## config.mk

```make
export PLATFORM = sky130hd
export DESIGN_NAME = mem_arbiter
export DESIGN_NICKNAME = d
export VERILOG_FILES = /design/src/rtl/mem_arbiter.sv
export SDC_FILE = /design/constraint.sdc
export NUM_CORES = 1
export LEC_CHECK = 0
export CORE_ASPECT_RATIO = 1.4
export CORE_MARGIN = 2
export CORE_UTILIZATION = 35
export DETAILED_ROUTE_END_ITERATION = 10
export SYNTH_ARGS = -nofsm -noshare
export SYNTH_HDL_FRONTEND = slang
export SYNTH_SLANG_ARGS = --single-unit
```

## constraint.sdc

```tcl
create_clock -name clk -period 3.2 [get_ports clk]
set_input_delay 0.48 -clock clk [delete_from_list [all_inputs] [get_ports clk]]
set_output_delay 0.48 -clock clk [all_outputs]
set_load 0.02 [all_outputs]
```

## src/rtl/mem_arbiter.sv

```systemverilog
// mem_arbiter: shares one pulse-request memory port between two masters.
// Each master's request is latched into its own slot; slots are granted
// round-robin and one transaction at a time is sent to memory. The
// completion strobe goes back to the owning master only. A watchdog
// force-completes (data 0) a transaction that memory never answers.
// Ports:
//   clk, reset            clock (rising edge), async active-low reset
//   mX_request/_type      one-cycle request pulse, 0=read 1=write
//   mX_request_address    target address
//   mX_data_out           write data
//   mX_memory_ready       one-cycle read-complete strobe
//   mX_write_complete     one-cycle write-complete strobe
//   mX_memory_in          read data, held between completions
//   mem_request/_type     one-cycle request pulse / type to memory
//   mem_request_address   address to memory, held during WAIT
//   mem_data_out          write data to memory, held during WAIT
//   mem_memory_ready      memory read-done strobe
//   mem_write_complete    memory write-done strobe
//   mem_memory_in         memory read data
//   busy                  a transaction is outstanding
//   timeout_err           sticky, set when any transaction times out
module mem_arbiter #(
    parameter int TIMEOUT = 1024,
    parameter int TW      = 11
) (
    input  logic        clk,
    input  logic        reset,
    input  logic        m0_request,
    input  logic        m0_request_type,
    input  logic [15:0] m0_request_address,
    input  logic [15:0] m0_data_out,
    output logic        m0_memory_ready,
    output logic        m0_write_complete,
    output logic [15:0] m0_memory_in,
    input  logic        m1_request,
    input  logic        m1_request_type,
    input  logic [15:0] m1_request_address,
    input  logic [15:0] m1_data_out,
    output logic        m1_memory_ready,
    output logic        m1_write_complete,
    output logic [15:0] m1_memory_in,
    output logic        mem_request,
    output logic        mem_request_type,
    output logic [15:0] mem_request_address,
    output logic [15:0] mem_data_out,
    input  logic        mem_memory_ready,
    input  logic        mem_write_complete,
    input  logic [15:0] mem_memory_in,
    output logic        busy,
    output logic        timeout_err
);

    typedef enum logic {
        IDLE = 1'b0,
        WAIT = 1'b1
    } state_t;

    state_t           state_q, state_d;
    logic [1:0]       pend_q, pend_d;
    logic [1:0]       slot_type_q, slot_type_d;
    logic [1:0][15:0] slot_addr_q, slot_addr_d;
    logic [1:0][15:0] slot_data_q, slot_data_d;
    logic             last_grant_q, last_grant_d;
    logic             owner_q, owner_d;
    logic [TW-1:0]    cnt_q, cnt_d;
    logic             mem_req_q, mem_req_d;
    logic             mem_type_q, mem_type_d;
    logic [15:0]      mem_addr_q, mem_addr_d;
    logic [15:0]      mem_wdata_q, mem_wdata_d;
    logic [1:0]       rdy_q, rdy_d;
    logic [1:0]       wc_q, wc_d;
    logic [1:0][15:0] rdata_q, rdata_d;
    logic             terr_q, terr_d;

    logic [1:0]       req;
    logic [1:0]       req_type;
    logic [1:0][15:0] req_addr;
    logic [1:0][15:0] req_data;
    logic [1:0]       clr;
    logic             gnt;
    logic             done;
    logic             expired;

    assign req      = {m1_request, m0_request};
    assign req_type = {m1_request_type, m0_request_type};
    assign req_addr = {m1_request_address, m0_request_address};
    assign req_data = {m1_data_out, m0_data_out};

    always_comb begin
        state_d      = state_q;
        pend_d       = pend_q;
        slot_type_d  = slot_type_q;
        slot_addr_d  = slot_addr_q;
        slot_data_d  = slot_data_q;
        last_grant_d = last_grant_q;
        owner_d      = owner_q;
        cnt_d        = cnt_q;
        mem_req_d    = 1'b0;
        mem_type_d   = mem_type_q;
        mem_addr_d   = mem_addr_q;
        mem_wdata_d  = mem_wdata_q;
        rdy_d        = 2'b00;
        wc_d         = 2'b00;
        rdata_d      = rdata_q;
        terr_d       = terr_q;
        clr          = 2'b00;
        gnt          = 1'b0;
        done         = 1'b0;
        expired      = 1'b0;

        unique case (state_q)
            IDLE: begin
                if (|pend_q) begin
                    // On a tie the port that did not win last time goes.
                    gnt         = (pend_q == 2'b11) ? ~last_grant_q
                                                    : pend_q[1];
                    mem_req_d   = 1'b1;
                    mem_type_d  = slot_type_q[gnt];
                    mem_addr_d  = slot_addr_q[gnt];
                    mem_wdata_d = slot_data_q[gnt];
                    owner_d     = gnt;
                    cnt_d       = '0;
                    state_d     = WAIT;
                end
            end
            WAIT: begin
                // Only the strobe matching the request type completes.
                done    = mem_type_q ? mem_write_complete
                                     : mem_memory_ready;
                expired = (cnt_q == TW'(TIMEOUT - 1));
                if (done || expired) begin
                    if (mem_type_q) begin
                        wc_d[owner_q] = 1'b1;
                    end else begin
                        rdy_d[owner_q]   = 1'b1;
                        rdata_d[owner_q] = done ? mem_memory_in
                                                : 16'h0000;
                    end
                    if (!done) begin
                        terr_d = 1'b1;
                    end
                    clr[owner_q] = 1'b1;
                    last_grant_d = owner_q;
                    state_d      = IDLE;
                end else begin
                    cnt_d = cnt_q + TW'(1);
                end
            end
            default: state_d = IDLE;
        endcase

        // Capture runs after the completion clear so that a new request
        // landing on its own port's completion cycle is kept.
        for (int p = 0; p < 2; p++) begin
            if (clr[p]) begin
                pend_d[p] = 1'b0;
            end
            if (req[p] && (!pend_q[p] || clr[p])) begin
                pend_d[p]      = 1'b1;
                slot_type_d[p] = req_type[p];
                slot_addr_d[p] = req_addr[p];
                slot_data_d[p] = req_data[p];
            end
        end
    end

    always_ff @(posedge clk or negedge reset) begin
        if (!reset) begin
            state_q      <= IDLE;
            pend_q       <= 2'b00;
            slot_type_q  <= 2'b00;
            slot_addr_q  <= '0;
            slot_data_q  <= '0;
            last_grant_q <= 1'b1;
            owner_q      <= 1'b0;
            cnt_q        <= '0;
            mem_req_q    <= 1'b0;
            mem_type_q   <= 1'b0;
            mem_addr_q   <= 16'h0000;
            mem_wdata_q  <= 16'h0000;
            rdy_q        <= 2'b00;
            wc_q         <= 2'b00;
            rdata_q      <= '0;
            terr_q       <= 1'b0;
        end else begin
            state_q      <= state_d;
            pend_q       <= pend_d;
            slot_type_q  <= slot_type_d;
            slot_addr_q  <= slot_addr_d;
            slot_data_q  <= slot_data_d;
            last_grant_q <= last_grant_d;
            owner_q      <= owner_d;
            cnt_q        <= cnt_d;
            mem_req_q    <= mem_req_d;
            mem_type_q   <= mem_type_d;
            mem_addr_q   <= mem_addr_d;
            mem_wdata_q  <= mem_wdata_d;
            rdy_q        <= rdy_d;
            wc_q         <= wc_d;
            rdata_q      <= rdata_d;
            terr_q       <= terr_d;
        end
    end

    assign m0_memory_ready     = rdy_q[0];
    assign m1_memory_ready     = rdy_q[1];
    assign m0_write_complete   = wc_q[0];
    assign m1_write_complete   = wc_q[1];
    assign m0_memory_in        = rdata_q[0];
    assign m1_memory_in        = rdata_q[1];
    assign mem_request         = mem_req_q;
    assign mem_request_type    = mem_type_q;
    assign mem_request_address = mem_addr_q;
    assign mem_data_out        = mem_wdata_q;
    assign busy                = (state_q == WAIT);
    assign timeout_err         = terr_q;

endmodule

```

Word-level counts from Yosys, hierarchy flattened
Index checks and enable logic that the tools add are counted.

Add/sub/neg operators: 1. Multipliers: 0. Div/mod/pow operators: 0. Magnitude comparators: 3. Equality and inequality tests: 4. Shift operators: 0. Multiplexer cells: 33. Bitwise operators: 4. Reductions and logical operators: 16.

Operator list (number): $mux 16 (6); $bwmux 32 (1); $mux 11 (2); $pmux 11 s2 (1); $demux 16 s1 (1); $mux 2 (8); $mux 1 (12); $add 11x1->11 const B (1); $eq 11x10->1 const B (1); $reduce_and 2->1 (3); $reduce_and 3->1 (2); $lt 1x2->1 const B (2); $ne 2x2->1 const B (2); $not 1->1 (4); $reduce_bool 2->1 (2); $logic_and 1x1->1 (3); $logic_or 1x1->1 (3); $eq 2x2->1 const B (1); $logic_not 1->1 (2); $pmux 1 s2 (1); $reduce_or 2->1 (1); $demux 1 s1 (1); $ge 1x1->1 const B (1).

Flip-flop bits (word level): 153. Latch bits: 0. RAM bits: 0. Memory bits (read-only): 0. Input port bits: 88. Output and inout port bits: 72. Word-level logic and storage cells: 82. Memories kept: 0.

Depth between registers and ports, before layout
Gate-level depths: netlist (run 1).

Depth after elaboration: 9. Depth in mapped cells: 7.

Least setup slack after synthesis (run 1)
OpenSTA, ideal clock, no wires.

Path type: reg-to-reg. Start: register cnt_q[0]. End: register rdata_q, in the netlist m1_memory_in[10]. Setup time: 0.125 ns. Data arrival time: 1.884 ns. Required time: 3.075 ns. Setup slack: 1.191 ns. Stages on the path, launching flop included: 8. Buffers on the path: 2. Cells stage by stage: dfrtp_1 ha_1 nand4_2 nor3_4 o2111a_1 buf_6 buf_8 mux2_2.

Cells in the longest elaborated chain, start to end: 3.

Ends and longest elaborated chain: start: declaration (line 65) `logic [TW-1:0] cnt_q, cnt_d;`; start signal: assignment (line 193) `cnt_q <= cnt_d;`; $eq 11x10->1 (line 130) `expired = (cnt_q == TW'(TIMEOUT - 1));`; $logic_or 1x1->1 (line 131) `if (done || expired) begin`; $reduce_and 3->1 (no source line); end signal: assignment (line 200) `rdata_q <= rdata_d;`; end: declaration (line 72) `logic [1:0][15:0] rdata_q, rdata_d;`.

No other way between the ends. A chain may end at the register's enable or synchronous reset.

Worst setup path after layout (run 1)
Start: register mem_type_q (netlist: mem_request_type). End: register cnt_q[6].

Cells in the longest elaborated chain, start to end: 4.

Ends and longest elaborated chain: start: declaration (line 67) `logic mem_type_q, mem_type_d;`; start signal: assignment (line 195) `mem_type_q <= mem_type_d;`; $mux 1 (line 128) `done = mem_type_q ? mem_write_complete`; $logic_or 1x1->1 (line 131); $ne 2x2->1 (no source line); $reduce_and 2->1 (no source line).

No other way between the ends.

==> metrics.md, run 1 <==
| Metric | Value |
|---|---|
| Crit path buf inv count | `0` |
| Total GRT Usage | `~16%` |
| 1st-iter DRT viols | `roughly 200` |
| Worst path cell trace | `mux2_2 > or4_1 > o311ai_1 > o41ai_1` |
| DR WL/cell | `roughly 17 µm` |
| Number of global-route vias before repair | `4,601` |
| Largest net degree at the start of global routing | `79` |
| CP arrival | `approximately 2.6 ns` |
| P_leak | `around 3.9 nW` |
| CP peak stage delay | `0.64 ns` |
| CTS tree | `built` |
| Mapped Avg Cell Area | `between 10 and 15 µm²` |
| Gr ovfl total | `0` |
| DRC viols | `0` |
| Sequential area share after synthesis | `about three fifths` |
| Global-route wire length before repair | `between 20,000 and 25,000 µm` |
| Post-CTS Setup Inserts | `0` |
| CP max-delay cell | `or4_1` |
| Filler instances | `about 1,600` |
| Core ar. | `between 15,000 and 20,000 µm²` |
| Sw Pwr | `0.002984 W` |
| Slew Limit Headroom | `slightly below 50%` |
| Clk pwr share | `24.7%` |
| Synth Flop Type | `dfrtp_1` |
| Die height | `~160 µm` |
| Yosys warns | `0` |
| Initial antenna violation count | `0` |
| Int Pwr | `0.006110 W` |
| DR pass1 iterations | `4` |
| Syn Nets | `approximately 560` |
| Most frequent cells in the layout | `clkdlybuf4s50_1 (158), dfrtp_1 (152), mux2_2 (91)` |
| Fin. max-slew vios | `0` |
| RSZ-0062 raised after global routing | `no` |
| Placer's final routability congestion estimate | `around 0.76` |
| Commonest non-fill, non-tap cell in the layout | `clkdlybuf4s50_1` |
| Critical path fanouts, max | `20` |
| Die width | `about 120 µm` |
| CTS Buf Count | `17` |
| Ys async rst share | `100.0%` |
| Post_cts resized | `0` |
| Critical Path Source Type | `flip-flop` |
| IO Count | `between 150 and 200` |
| Worst r2r path cells | `4` |
| Die area | `roughly 19,000 µm²` |
| # setup viols final | `0` |
| Initial Utilization | `35.62%` |
| # rows | `between 50 and 60` |
| Worst VDD drop | `roughly 360 µV` |
| CTS clock-pin slew for the worst setup and hold paths | `about 0.060 ns` |
| Max Clock Skew | `roughly 0.011 ns` |
| Fmax | `438.6 MHz` |
| Net Sw Frac | `between 30% and 40%` |
| Yosys reg bits | `roughly 150` |
| Post-CTS Hold Buffers | `0` |
| Reg2reg setup slack | `roughly 0.92 ns` |
| Minimum clock period | `between 2 and 2.5 ns` |
| Worst EP required | `3.48 ns` |
| Post-Layout Cell Count | `roughly 900` |
| Worst-margin pin slew | `~0.77 ns` |
| Area growth syn-to-layout | `40.35%` |
| Final TNS setup | `0 ns` |
| Max Root-Sink Buffers | `2` |
| DR vias | `4,264` |
| CP Class | `reg -> reg` |
| Unique cell type count in the Yosys netlist | `39` |
| Dpl cells | `851` |
| HPWL after DPL | `between 10,000 and 15,000 µm` |
| Layout cell share with drive strength beyond 1 | `between 20% and 30%` |
| Ant. Diodes | `0` |
| Final nets | `719` |
| Top Metal Used | `met4` |
| Clock Latency Late Sink | `0.42 ns` |
| Number of synthesized flops with an enable pin | `0` |
| Final critical-path share of the clock period | `between 70% and 80%` |
| DRT met1 WL | `6173 µm` |
| Path type of the worst min-delay path | `in -> async` |
| Root Buffer | `clkbuf_16` |
| DR vias/cell | `slightly below 5` |
| CTS sink cnt | `153` |
| Routed wl met2 | `approximately 7400 µm` |
| CP endpoint kind | `flip-flop` |
| Seq pwr share | `between 30% and 40%` |
| Pwr dens | `roughly 1000 nW/µm²` |
| Total Wirelength | `about 15,000 µm` |
| Max Cap Viol | `0` |
| Hold Vio Cnt, Final | `0` |
| Critical Path Stages | `4` |
| Comb pwr share | `between 30% and 40%` |
| Status | `complete, no violations` |
| Cells after Synth | `about 470` |
| Port Buffers | `~160` |
| Mapped cell area | `between 6000 and 7000 µm²` |
| Worst path top cell family by delay | `simple AND/OR/NAND/NOR gates` |
| Metal3 WL | `about 850 µm` |
| Post-DRT Antenna Nets | `0` |
| H-tree depth | `4` |
## area by class of cell
class	count	area (µm²)	share of cell area (%)
flip-flops and latches	153	3830	42.74
clock inverters	13	216.5	2.416
clock buffers	19	452.9	5.054
repair buffers	169	1705	19.03
inverters	8	30.03	0.3351
multi-input cells	281	2426	27.07
well taps	240	300.3	3.351
## worst paths after layout
path | end | from
worst max-delay path | cnt_q[6] | mem_request_type
worst min-delay path | m1_memory_in[15] | reset
min in group clk | mem_request_address[12] | mem_request_address[12]
worst max register to register | cnt_q[6] | mem_request_type
worst min register to register | mem_request_address[12] | mem_request_address[12]
max in group asynchronous | pend_q[0] | reset
## cells in the mapped netlist, types with 2 or more instances
master / number / area [µm²]
mux2_4: 9 / 135.1
o21bai_1: 2 / 15.01
dfrtp_1: 152 / 3804
nand2_1: 41 / 153.9
clkbuf_1: 13 / 48.80
mux2_2: 91 / 1025
mux2i_1: 36 / 360.4
and2_1: 16 / 100.1
o41ai_1: 3 / 26.28
buf_2: 10 / 50.05
a31oi_1: 2 / 12.51
o31ai_1: 2 / 15.01
o311ai_0: 2 / 17.52
o21ai_0: 40 / 200.2
nor4_1: 3 / 18.77
nand3_1: 3 / 15.01
or3_1: 2 / 12.51
nand2b_1: 3 / 18.77
o21ai_2: 2 / 17.52
nor2_1: 3 / 11.26
nor3_1: 5 / 25.02
inv_1: 8 / 30.03
nor4_4: 2 / 42.54
buf_6: 2 / 22.52
o211ai_1: 2 / 15.01
## cells by family (layout without fill, tap and decap cells)
group                      count (synthesis)  in the layout  share of synthesized area (%)
DFF                                      153            153                          59.98
muxes                                    136            136                          23.81
and+or+nand+nor                           82             82                          7.133
AOI/OAI and AO/OA                         62             62                          6.271
buffers and inverters                     34            209                          2.606
adders and majority gates                  1              1                         0.1959
## metrics by stage
stage / utilization (%) / setup WS (ns) / area [µm²] / total power, W / hold slack, ns
after CTS: 49.99 / 0.9472 / 8961 / 0.009237 / 0.1225
after detailed placement: 46.26 / 0.5803 / 8292 / 0.006953 / 0.4690
after floorplan: - / 1.191 / 6385 / 0.005452 / 0.1844
after global placement: 46.26 / 0.6293 / 8292 / 0.006833 / 0.4624
after global routing: 49.99 / 0.8020 / 8961 / 0.009660 / 0.1582
final: 49.99 / 0.9198 / 8961 / 0.009094 / 0.1004
## power groups by stage
stage	clock network [W]	registers [W]	logic, W
2_1_floorplan	0	0.00369	0.00176
3_3_place_gp	0	0.00330	0.00354
3_5_place_dp	0	0.00333	0.00362
4_1_cts	0.00230	0.00330	0.00363
5_1_grt	0.00239	0.00342	0.00385
6_report	0.00224	0.00329	0.00356
## flip-flops by register name, summed over array words and instances (netlist names), 2 cells and up
signal               flops
slot_type_q              2
wc_q                     2
cnt_q                   11
m0_memory_in            16
slot_addr_q             32
rdy_q                    2
slot_data_q             32
pend_q                   2
mem_data_out            16
mem_request_address     16
m1_memory_in            16
## routing by layer
layer | up-vias | global-route usage [%]
met2 | 149 | 27.48
met4 | 0 | 6.681
met1 | 2110 | 18.96
li1 | 1984 | -
met5 | - | 0
met3 | 21 | 4.201
## worst reg2reg max path, stage by stage (launching register included)
cell	delay, ns
dfrtp_1	0.50
mux2_2	0.53
or4_1	0.65
o311ai_1	0.31
o41ai_1	0.14
(Power assumes the default switching activity.)
==> run 2, diff against run 1 <==
- clock period: 3.2 -> 2.1 ns (I/O delays scaled with it)
==> run 2 against run 1 <==
Compared with the run above:
- sequential power rose by 52%
- critical path type unchanged
- via count rose by 0.70%
- largest cell class unchanged
- hold slack improved by 0.31 ns
==> metrics.md, run 2 (synthesized netlist as in run 1, its figures left out) <==
| Metric | Value |
|---|---|
| Status | `complete, no violations` |
| Minimum clock period | `1.976 ns (-0.3039 ns)` |
| 1st-iter DRT viols | `165 (-15%)` |
| Hold Vio Cnt, Final | `0 (unchanged)` |
| Clock Latency Late Sink | `0.42 ns (about the same)` |
| DR vias | `4,294 (+0.70%)` |
| Core ar. | `17,920 µm² (unchanged)` |
| CTS clock-pin slew for the worst setup and hold paths | `0.06 ns (about the same)` |
| Die height | `163.8 µm (unchanged)` |
| Worst path cell trace | `mux2_2 > or4_1 > o311ai_1 > o41ai_1` |
| Crit path from | `mem_request_type` |
| Die width | `118.2 µm (unchanged)` |
| Filler instances | `1,570 (-3.3%)` |
| Path type of the worst min-delay path | `in -> async` |
| Reg2reg setup slack | `0.12 ns (-0.80 ns)` |
| RSZ-0062 raised after global routing | `no` |
| DR vias/cell | `4.787 (-0.87%)` |
| Final nets | `733 (+1.9%)` |
| DR pass1 iterations | `4 (unchanged)` |
| R2R Path End | `cnt_q[6]` |
| Worst r2r path cells | `4 (unchanged)` |
| Max Root-Sink Buffers | `2 (unchanged)` |
| CP endpoint kind | `flip-flop` |
| R2R Path Start | `mem_request_type` |
| Port Buffers | `159 (unchanged)` |
| P_leak | `4.046 nW (+2.8%)` |
| CP peak stage delay | `0.61 ns (-0.03 ns)` |
| Final TNS setup | `0 ns (unchanged)` |
| Biggest regs | `slot_addr_q x32, slot_data_q x32` |
| Largest net degree at the start of global routing | `50 (-37%)` |
| Initial Utilization | `35.62% (unchanged)` |
| Final core utilization | `51.08% (+1.1 points)` |
| CP Class | `reg -> reg` |
| Fmax | `506.0 MHz (+15%)` |
| Area of the multi-input gates | `2435 µm² (+0.36%)` |
| Post-DRT Antenna Nets | `0 (unchanged)` |
| Pwr dens | `1539 nW/µm² (+52%)` |
| Max Cap Viol | `0 (unchanged)` |
| DR WL/cell | `16.53 µm (-1.1%)` |
| Number of global-route vias before repair | `4,715 (+2.5%)` |
| CTS Buf Count | `17 (unchanged)` |
| Most frequent cells in the layout | `clkdlybuf4s50_1 (158), dfrtp_1 (152), mux2_2 (91)` |
| Placer's final routability congestion estimate | `0.7410 (-2.2%)` |
| Worst VDD drop | `683.0 µV (+91%)` |
| IO Count | `160 (unchanged)` |
| Fin. max-slew vios | `0 (unchanged)` |
| Commonest non-fill, non-tap cell in the layout | `clkdlybuf4s50_1` |
| CP max-delay cell | `or4_1` |
| Critical path fanouts, max | `7 (-65%)` |
| Flip-flop and latch area | `3830 µm² (unchanged)` |
| CP arrival | `2.26 ns (-0.30 ns)` |
| H-tree depth | `4 (unchanged)` |
| CTS tree | `built` |
| Global-route wire length before repair | `24,360 µm (+1.1%)` |
| Max Clock Skew | `0.008049 ns (-0.003186 ns)` |
| DRC viols | `0 (unchanged)` |
| Slew Limit Headroom | `45.67% (-2.8 points)` |
| Root Buffer | `clkbuf_16` |
| Area growth syn-to-layout | `43.41%` |
| Final critical-path share of the clock period | `94.11% (+23 points)` |
| CTS sink cnt | `153 (unchanged)` |
| # setup viols final | `0 (unchanged)` |
| Ant. Diodes | `0 (unchanged)` |
| Total Wirelength | `14,820 µm (+0.45%)` |
| Initial antenna violation count | `0 (unchanged)` |
| # rows | `58 (unchanged)` |
| Layout cell share with drive strength beyond 1 | `25.72% (+1.5 points)` |
| Critical Path Source Type | `flip-flop` |
| Gr ovfl total | `0 (unchanged)` |
| HPWL after DPL | `10,480 µm (+4.2%)` |
| Worst-margin pin slew | `0.8119 ns (+0.03835 ns)` |
| Die area | `19,350 µm² (unchanged)` |
| Total GRT Usage | `16.03% (+0.055 points)` |
| Worst EP required | `2.39 ns (-1.09 ns)` |
==> run 2: what timing repair did <==
action,4_1_cts,5_1_grt
endpoints found under the setup margin,0,13
hold buffers,1,0
endpoints found under the hold margin,42,0
gates resized for setup,0,1
buffers inserted,0,1
==> run 2: final cells by class <==
| class | count | share of cell area (%) |
|---|---|---|
| sequential | 153 | 41.83 |
| multi-input combinational | 281 | 26.59 |
| timing repair buffer | 183 | 20.76 |
| clock buffer | 17 | 4.646 |
| tap | 240 | 3.280 |
| clock inverter | 15 | 2.569 |
| inverter | 8 | 0.3280 |
==> run 2: through the flow <==
stage / power [W] / hold slack [ns] / instances / instance area (µm²) / setup slack (ns)
2_1_floorplan: 0.008307 / 0.01941 / 468 / 6385 / 0.09087
3_3_place_gp: 0.01066 / 0.2802 / 863 / 8469 / -0.07369
3_5_place_dp: 0.01084 / 0.2820 / 863 / 8469 / -0.1331
4_1_cts: 0.01433 / 0.4065 / 896 / 9140 / 0.09024
5_1_grt: 0.01495 / 0.4476 / 897 / 9156 / 0.03865
6_report: 0.01410 / 0.4138 / 897 / 9156 / 0.1237
==> run 2: worst max path at each step <==
stage,endpoint,slack [ns],cells past startpoint
after floorplan,m1_memory_in[10],0.09,7
final,cnt_q[6],0.12,4
after detailed placement,cnt_q[6],-0.13,5
after global placement,cnt_q[6],-0.07,5
after global routing,cnt_q[6],0.04,4
after CTS,m1_memory_in[10],0.09,6
==> run 2: critical path: cells and delay by family, from the launching register on <==
kind | cells | cell delay (ns)
mux | 1 | 0.40
simple gates | 1 | 0.61
compound gates | 2 | 0.39
flops | 1 | 0.44
==> run 2: power by group <==
group	leakage (nW)	internal [W]	total (W)	switching [W]
Sequential	1.89	0.00429	0.00500	0.000717
Combinational	1.84	0.00303	0.00567	0.00265
Clock	0.315	0.00214	0.00342	0.00128
Total	4.05	0.00945	0.0141	0.00464
==> run 2: per-layer routing <==
layer	global-route usage, %	up-vias	part of all wire, %
li1	-	2004	-
met1	18.88	2154	41
met2	28.24	129	52
met3	4.792	7	5.5
met4	4.765	0	0.88
met5	0	-	0
==> run 3, diff against run 2 <==
- DONT_BUFFER_PORTS: unset -> 1
==> run 3 against run 2 <==
Compared with the run above:
- the run now ends with negative hold slack left
- count of clock-buffer cells in the layout rose by 4
- worst setup slack improved by 0.0015 ns
- die area did not move
- cell count fell by 18%
- clock skew barely moved
- maximum frequency barely moved
- routed wire length fell by 9.6%
- combinational power fell by 40%
- sequential power rose by 17%
- sequential share of layout area rose by 9.4 points
- hold slack got worse by 0.82 ns
- largest power group is now sequential cells
- highest routed layer unchanged
==> metrics.md, run 3 (synthesized netlist as in run 1, its figures left out) <==
| Metric | Value |
|---|---|
| Slew Limit Headroom | `68.08% (+22 points)` |
| R2R Path End | `cnt_q[6]` |
| DRT met1 WL | `5233 µm (-14%)` |
| Final TNS setup | `0 ns (unchanged)` |
| Largest net degree at the start of global routing | `154 (+210%)` |
| CTS tree | `built` |
| Pwr dens | `1700 nW/µm² (+10%)` |
| Number of global-route vias before repair | `3,965 (-16%)` |
| Max Cap Viol | `0 (unchanged)` |
| IO Count | `160 (unchanged)` |
| CTS Buf Count | `17 (unchanged)` |
| CP endpoint | `cnt_q[6]` |
| DR WL/cell | `18.28 µm (+11%)` |
| Core ar. | `17,920 µm² (unchanged)` |
| Metal3 WL | `1037 µm (+27%)` |
| Worst-margin pin slew | `0.4744 ns (-0.3375 ns)` |
| Layout cell share with drive strength beyond 1 | `32.86% (+7.1 points)` |
| Post-DRT Antenna Nets | `0 (unchanged)` |
| DR vias/cell | `5.005 (+4.6%)` |
| Initial Utilization | `35.62% (unchanged)` |
| Die area | `19,350 µm² (unchanged)` |
| Filler instances | `1,704 (+8.5%)` |
| Final nets | `570 (-22%)` |
| Path type of the worst min-delay path | `in -> async` |
| DR pass1 iterations | `4 (unchanged)` |
| Clock Latency Late Sink | `0.41 ns (about the same)` |
| HPWL after DPL | `9242 µm (-12%)` |
| Reg2reg setup slack | `0.13 ns (about the same)` |
| CP Class | `reg -> reg` |
| Hold Vio Cnt, Final | `153 (+153)` |
| P_leak | `3.401 nW (-16%)` |
| Status | `complete, but fails checks` |
| Top Metal Used | `met4` |
| Area growth syn-to-layout | `17.19%` |
| Gr ovfl total | `0 (unchanged)` |
| Die width | `118.2 µm (unchanged)` |
| Fin. max-slew vios | `0 (unchanged)` |
| RSZ-0062 raised after global routing | `no` |
| Max Clock Skew | `0.007823 ns (-0.0002265 ns)` |
| Worst EP required | `2.38 ns (about the same)` |
| Minimum clock period | `1.975 ns (-0.001544 ns)` |
| Failing checks | `negative hold slack` |
| Die height | `163.8 µm (unchanged)` |
| CTS clock-pin slew for the worst setup and hold paths | `0.06 ns (about the same)` |
| Worst VDD drop | `579.1 µV (-15%)` |
| Crit path from | `mem_request_type` |
| R2R Path Start | `mem_request_type` |
| 1st-iter DRT viols | `85 (-48%)` |
| Total GRT Usage | `14.31% (-1.7 points)` |
| CP arrival | `2.25 ns (about the same)` |
| CP endpoint kind | `flip-flop` |
| Critical path fanouts, max | `7 (unchanged)` |
| DR vias | `3,669 (-15%)` |
| # rows | `58 (unchanged)` |
| Global-route wire length before repair | `21,400 µm (-12%)` |
| Root Buffer | `clkbuf_16` |
| DRC viols | `0 (unchanged)` |
| Placer's final routability congestion estimate | `0.7879 (+6.3%)` |
| Ant. Diodes | `0 (unchanged)` |
| Port Buffers | `0 (-100%)` |
| Commonest non-fill, non-tap cell in the layout | `dfrtp_1` |
| Final critical-path share of the clock period | `94.04% (about the same)` |
| Most frequent cells in the layout | `dfrtp_1 (152), mux2_2 (91), nand2_1 (41)` |
| H-tree depth | `4 (unchanged)` |
| CTS sink cnt | `153 (unchanged)` |
| Fmax | `506.4 MHz (about the same)` |
| Total Wirelength | `13,400 µm (-9.6%)` |
| Initial antenna violation count | `0 (unchanged)` |
| Max Root-Sink Buffers | `2 (unchanged)` |
| # setup viols final | `0 (unchanged)` |
| Hold WS | `-0.4048 ns (-0.8186 ns)` |
| Critical Path Source Type | `flip-flop` |
| Routed wl met2 | `6964 µm (-10%)` |
| Worst r2r path cells | `4 (unchanged)` |
| Post-CTS Hold Buffers | `1 (unchanged)` |
| Biggest regs | `slot_addr_q x32, slot_data_q x32` |
## run 3: cell types whose count changed in the layout (fill, tap and decap cells not counted), sizes merged
cell / before / now
clkinv: 1 / 2
inv: 14 / 9
bufinv: 5 / 6
clkdlybuf4s50: 158 / 0
clkinvlp: 3 / 1
buf: 24 / 19
clkbuf: 17 / 21
## run 3: critical path, cell delays in order (launching register included)
cell and delay, ns:
dfrtp_1 0.38, mux2_2 0.38, or4_1 0.62, o311ai_1 0.33, o41ai_1 0.14
## run 3: how the worst min path moves through the flow
stage          slack, ns          endpoint  startpoint
2_1_floorplan       0.02              busy       reset
3_3_place_gp        0.02  m0_memory_in[15]       reset
3_5_place_dp        0.02  m0_memory_in[15]       reset
4_1_cts            -0.43   mem_data_out[8]       reset
5_1_grt            -0.43   m0_memory_in[2]       reset
6_report           -0.40   m0_memory_in[2]       reset
## run 3: power breakdown
group | leakage, nW | switching (W) | total, W | internal [W]
clock network | 0.330 | 0.00118 | 0.00351 | 0.00233
registers | 1.89 | 0.00155 | 0.00583 | 0.00429
logic | 1.18 | 0.00156 | 0.00338 | 0.00182
total | 3.40 | 0.00428 | 0.0127 | 0.00843
## run 3: layout make-up
type | instances | area [µm²] | share of cell area, %
timing repair buffer | 20 | 202.7 | 2.709
sequential | 153 | 3830 | 51.19
clock buffer | 21 | 470.5 | 6.288
multi-input combinational | 281 | 2435 | 32.54
clock inverter | 10 | 214.0 | 2.860
tap | 240 | 300.3 | 4.013
inverter | 8 | 30.03 | 0.4013
## run 3: through the flow
stage,area [µm²],total power (W),setup WS (ns),util (%),cells
after floorplan,6385,0.008307,0.09087,-,468
after global placement,6779,0.009171,0.1568,37.82,701
after detailed placement,6779,0.009365,0.08760,37.82,701
after CTS,7473,0.01293,0.07049,41.69,733
after global routing,7482,0.01351,0.02569,41.74,733
final,7482,0.01272,0.1252,41.74,733
## run 3: what timing repair did
| item | 4_1_cts | 5_1_grt |
|---|---|---|
| hold endpoints to repair | 154 | 153 |
| resized for setup | 0 | 1 |
| buffers inserted | 0 | 0 |
| endpoints found under the setup margin | 0 | 34 |
## run 3: routing by layer
metal	global-route usage, %	up-vias
met1	15.95	1859
li1	-	1679
met5	0	-
met3	5.764	7
met4	5.531	0
met2	24.51	124
